===== config.mk =====
export PLATFORM = sky130hd
export DESIGN_NAME = char_rom_arbiter
export DESIGN_NICKNAME = d
export VERILOG_FILES = /design/src/rtl/char_rom_arbiter.sv
export SDC_FILE = /design/constraint.sdc
export NUM_CORES = 1
export LEC_CHECK = 0
export CELL_PAD_IN_SITES_DETAIL_PLACEMENT = 1
export CELL_PAD_IN_SITES_GLOBAL_PLACEMENT = 2
export CORE_ASPECT_RATIO = 0.7
export CORE_MARGIN = 3
export CORE_UTILIZATION = 26
export DETAILED_ROUTE_END_ITERATION = 12
export PLACE_DENSITY_LB_ADDON = 0.1
export SYNTH_ARGS = -nofsm -noshare
export SYNTH_HDL_FRONTEND = slang
export SYNTH_SLANG_ARGS = --single-unit

===== constraint.sdc =====
create_clock -name clock -period 2.9 [get_ports clock]
set_input_delay 0.58 -clock clock [delete_from_list [all_inputs] [get_ports clock]]
set_output_delay 0.58 -clock clock [all_outputs]
set_load 0.03 [all_outputs]

===== src/rtl/char_rom_arbiter.sv =====
// Shares the single-port char_rom among text-line builders: grants one requester per cycle
// and returns each ROM byte through a tagged pipeline. `CHARARB_FIXED_PRIO_EN selects fixed priority.
module char_rom_arbiter #(
  parameter int unsigned NUM_REQ     = 3,
  parameter int unsigned ADDR_WIDTH  = 8,
  parameter int unsigned DATA_WIDTH  = 8,
  parameter int unsigned ROM_LATENCY = 1
) (
  input  logic                             clock,
  input  logic                             reset_n,
  input  logic                             line_start,
  input  logic [NUM_REQ-1:0]               req,
  input  logic [NUM_REQ*ADDR_WIDTH-1:0]    req_addr,
  output logic [NUM_REQ-1:0]               grant,
  output logic [NUM_REQ-1:0]               rsp_valid,
  output logic [DATA_WIDTH-1:0]            rsp_data,
  output logic [ADDR_WIDTH-1:0]            rom_addr,
  input  logic [DATA_WIDTH-1:0]            rom_q,
  output logic [15:0]                      accept_count
);

  localparam int unsigned PTR_WIDTH  = $clog2(NUM_REQ);
  localparam int unsigned TAG_STAGES = ROM_LATENCY + 1;

  logic                  found;
  logic [PTR_WIDTH-1:0]  grant_idx;
  logic                  accept;
  logic [ADDR_WIDTH-1:0] addr_sel;
  logic [NUM_REQ-1:0]    tag_pipe [TAG_STAGES];

`ifdef CHARARB_FIXED_PRIO_EN
  logic unused_line_start;
  assign unused_line_start = line_start;

  // Lowest asserted index wins.
  always_comb begin
    found     = 1'b0;
    grant_idx = '0;
    for (int i = NUM_REQ - 1; i >= 0; i--) begin
      if (req[i]) begin
        found     = 1'b1;
        grant_idx = PTR_WIDTH'(i);
      end
    end
    grant = (found && reset_n) ? (NUM_REQ'(1) << grant_idx) : '0;
  end
`else
  logic [PTR_WIDTH-1:0] rr_ptr;
  logic [PTR_WIDTH-1:0] rr_ptr_next;
  logic [NUM_REQ-1:0]   req_rot;
  int                   sum;

  // Rotate req so bit 0 is the pointer position, then take the first set bit.
  always_comb begin
    found     = 1'b0;
    grant_idx = '0;
    sum       = 0;
    req_rot   = NUM_REQ'({req, req} >> rr_ptr);
    for (int i = 0; i < NUM_REQ; i++) begin
      if (!found && req_rot[i]) begin
        found = 1'b1;
        sum   = int'(rr_ptr) + i;
        if (sum >= int'(NUM_REQ)) sum = sum - int'(NUM_REQ);
        grant_idx = PTR_WIDTH'(sum);
      end
    end
    grant = (found && reset_n) ? (NUM_REQ'(1) << grant_idx) : '0;
  end

  always_comb begin
    rr_ptr_next = rr_ptr;
    if (line_start) begin
      rr_ptr_next = '0;
    end else if (accept) begin
      rr_ptr_next = (grant_idx == PTR_WIDTH'(NUM_REQ - 1)) ? '0 : grant_idx + PTR_WIDTH'(1);
    end
  end

  always_ff @(posedge clock) begin
    if (!reset_n) rr_ptr <= '0;
    else          rr_ptr <= rr_ptr_next;
  end
`endif

  assign accept = |(req & grant);

  // Address of the granted requester.
  always_comb begin
    addr_sel = rom_addr;
    for (int i = 0; i < NUM_REQ; i++) begin
      if (grant[i]) addr_sel = req_addr[i*ADDR_WIDTH +: ADDR_WIDTH];
    end
  end

  // ROM address, tag pipeline and response stage; rsp_valid lines up with rsp_data.
  always_ff @(posedge clock) begin
    if (!reset_n) begin
      rom_addr     <= '0;
      accept_count <= '0;
      rsp_valid    <= '0;
      rsp_data     <= '0;
      for (int i = 0; i < int'(TAG_STAGES); i++) tag_pipe[i] <= '0;
    end else begin
      if (accept) begin
        rom_addr     <= addr_sel;
        accept_count <= accept_count + 16'd1;
      end
      tag_pipe[0] <= accept ? grant : '0;
      for (int i = 1; i < int'(TAG_STAGES); i++) tag_pipe[i] <= tag_pipe[i-1];
      rsp_valid <= tag_pipe[TAG_STAGES-1];
      rsp_data  <= rom_q;
    end
  end

endmodule


==> impl_metrics.csv <==
group,metric,value,unit
routing,avgViaCountPerCell,4.81,
cells_and_area,drive_gt1_share,18.9,%
routing,num_vias,2141,
yosys,yosysTopAreaCell,"dfxtp_1",
hold_path,min_from,"tag_pipe[0][2]",
pwr,p_sw_share,26.9,%
routing,drt_pre_antenna_iters,4,
placement,gp_congestion,0.752,
worst_setup_path,crit_chain,"clkbuf_2 > nor2b_4 > a211o_1 > a31o_4 > or2_2 > nor2b_2 > and2_4 > buf_6",
cells_and_area,antennaDiodeCount,0,
pwr,p_leak,1.34,nW
yosys,synth_edf_count,0,
floorplan,ios,76,
job,drv_cap,0,
hold_path,hp-class,"reg -> reg",
worst_setup_path,slowest_stage,"a211o_1",
cells_and_area,nNetsFinal,386,
floorplan,core-area,0.00807,mm^2
sta,max_slew_margin,64.7,%
placement,io_buffers,75,
cells_and_area,fill_cells,941,
clocking,tritoncts.num_buffers,5,
pwr,irDropWorstVdd,245,uV
clocking,cts_tree,"done",
worst_setup_path,slowest_delay,0.36,ns
pwr,p_sw,0.000432,W
yosys,synth-seq-cells,43,
yosys,synth_warnings,0,
floorplan,start_util,27.5,%
pwr,p_int,0.00117,W
pwr,p_clk_share,36.8,%
placement,place_area,0.00316,mm^2
global_route,grt_pass1_wl,11400,um
global_route,globalRouteMet3Util,5.90,%
floorplan,die_w,116,um
worst_setup_path,rr_startpoint,"rr_ptr[1]",
global_route,grt_util_met2,21.4,%
global_route,grt.busiest_layer,"met2",
sta,period_minus_slack,2.80,ns
clocking,cts.sinks,43,
sta,finClkSkew,0.00455,ns
sta,hold_violations,0,
yosys,ys_async_sr_fraction,0,%
sta,tns,0,ns
worst_setup_path,end_kind,"output port",
worst_setup_path,crit_required,2.32,ns
routing,drcViolationCount,0,
global_route,grt_use_total,14.7,%
yosys,syn_nets,291,
placement,dpl.hpwl,4990,um
clocking,path_clk_slew,0.06,ns
yosys,synthCells,248,
yosys,synth_ff_type,"dfxtp_1",
worst_setup_path,critical_path_arrival,2.22,ns
cells_and_area,area_delta_synth_final,52.1,%
yosys,synth_cell_types,52,
routing,drtIter0Drc,51,
clocking,insertion_delay,0.28,ns
floorplan,fp.dieH,83.3,um
cells_and_area,final_cell_area,0.00338,mm^2
sta,worst_pin_slew,0.530,ns
sta,fmax,357,MHz
floorplan,rows,27,
global_route,met1_usage,20.4,%
yosys,avgSynthCellArea,8.96,um^2
yosys,synth_top_area_share,38.7,%
sta,slew_violations,0,
worst_setup_path,cp-start-kind,"input pin",
routing,routed_wl,6880,um
worst_setup_path,path_class,"in -> out",
global_route,grt_start_max_net_pins,37,
global_route,grt.overflow.total,0,
clocking,cts-root-buf,"clkbuf_16",
outcome,status,"finished clean",
yosys,seq_area_frac_synth,38.7,%
cells_and_area,final_cell_count_no_fill,445,
sta,post-route-period-util,96.6,%
sta,setup_violations,0,
clocking,h-tree-depth,2,
floorplan,die_area,0.00971,mm^2
sta,rsz0062_at_grt,"false",
worst_setup_path,crit_fanout,5,
placement,dp_cells,433,
worst_setup_path,crit_start,"req[1]",
routing,wire_per_inst,15.5,um
yosys,synth_area,0.00222,mm^2
pwr,seq_power_share,39.5,%
routing,ant_nets,0,
clocking,ctsHoldBuffers,0,
global_route,grt_pass1_vias,2244,
pwr,powerDensity,475,mW/mm^2
global_route,antenna_found_initial,0,
yosys,synthTopCellsByArea,"dfxtp_1 (39%), and2_1 (5.9%), nand2_1 (5.1%)",
clocking,clockBufferDepth,2,
pwr,combPwrFrac,23.8,%
==> worst max-delay path, delay by kind of cell <==
| family | cells | cell delay, ns |
|---|---|---|
| AOI/OAI and AO/OA | 2 | 0.64 |
| buffers and inverters | 2 | 0.27 |
| and+or+nand+nor | 4 | 0.73 |
==> sequential cells by signal (all words and copies together) (netlist names) <==
register	flops
accept_count	16
rr_ptr	2
rom_addr	8
tag_pipe	6
rsp_data	8
rsp_valid	3
==> per-layer routing <==
layer / routed length (um) / up-vias
li1: - / 1071
met1: 3450 / 1013
met2: 2890 / 55
met3: 523 / 2
met4: 23 / 0
met5: 0 / -
==> power by group through the flow <==
stage / registers (W) / logic [W] / clock network (W)
floorplan: 0.000692 / 0.000156 / 0
global placement: 0.000647 / 0.000366 / 0
detailed placement: 0.000647 / 0.000368 / 0
CTS: 0.000634 / 0.000378 / 0.000615
global route: 0.000638 / 0.000417 / 0.000638
finish: 0.000634 / 0.000382 / 0.000590
==> cell type report <==
| class | instances | area, um^2 | area share, % |
|---|---|---|---|
| multi-input cells | 181 | 1240 | 36.8 |
| inverters | 5 | 18.8 | 0.555 |
| clock buffers | 8 | 156 | 4.63 |
| well taps | 101 | 126 | 3.74 |
| flip-flops and latches | 43 | 862 | 25.5 |
| repair buffers | 107 | 972 | 28.8 |
==> metrics by stage <==
| step | total power (W) | setup WS (ns) | util [%] | hold WS (ns) |
|---|---|---|---|---|
| CTS | 0.00163 | -0.0530 | 41.6 | 0.438 |
| global route | 0.00169 | 0.00749 | 41.9 | 0.460 |
| floorplan | 0.000847 | 0.0581 | - | 0.412 |
| detailed placement | 0.00101 | -0.418 | 39.1 | 0.424 |
| global placement | 0.00101 | -0.342 | 39.1 | 0.415 |
| finish | 0.00161 | 0.0993 | 41.9 | 0.434 |
==> final timing paths <==
check | depth (start not counted) | slack [ns] | endpoint
worst max-delay path | 8 | 0.1 | grant[0]
worst min-delay path | 1 | 0.43 | tag_pipe[1][2]
worst max register to register | 11 | 0.31 | accept_count[4]
worst min register to register | 1 | 0.43 | tag_pipe[1][2]
==> repair_timing <==
item,in CTS,in global routing
pin swaps,3,6
buffers inserted,1,3
gates resized for setup,11,9
endpoints found under the setup margin,12,3
==> layout by cell type (no fill, tap or decap), types with 4 or more instances in the layout <==
master / n
nand2b_1: 5
clkdlybuf4s50_1: 69
nor2_1: 10
dfxtp_1: 42
inv_1: 4
and2_1: 20
mux2i_1: 10
nand2_1: 30
a21oi_1: 10
nand4_1: 6
o21ai_0: 9
buf_4: 34
o21ai_1: 7
clkbuf_16: 5
ha_1: 5
nand3_1: 18
a41oi_1: 7
==> synthesized netlist by cell type, types with 4 or more instances <==
cell	instances
dfxtp_1	43
nand2_1	30
and2_1	21
nand3_1	19
mux2i_1	11
a21oi_1	10
nor2_1	10
clkbuf_1	9
o21ai_0	9
o21ai_1	8
a41oi_1	7
buf_6	6
nand4_1	6
ha_1	5
nand2b_1	5
inv_1	4
==> cell families (layout without fill, tap and decap cells) <==
family | count (synthesis) | count (layout) | share of synthesized area [%]
AOI/OAI and AO/OA | 50 | 50 | 17.1
xor gates and xnor gates | 1 | 1 | 0.394
adders and majority gates | 5 | 5 | 2.82
buffers and inverters | 24 | 120 | 7.32
DFF | 43 | 43 | 38.7
muxes | 11 | 11 | 4.96
and+or+nand+nor | 114 | 114 | 28.7
(Power assumes the default switching activity.)
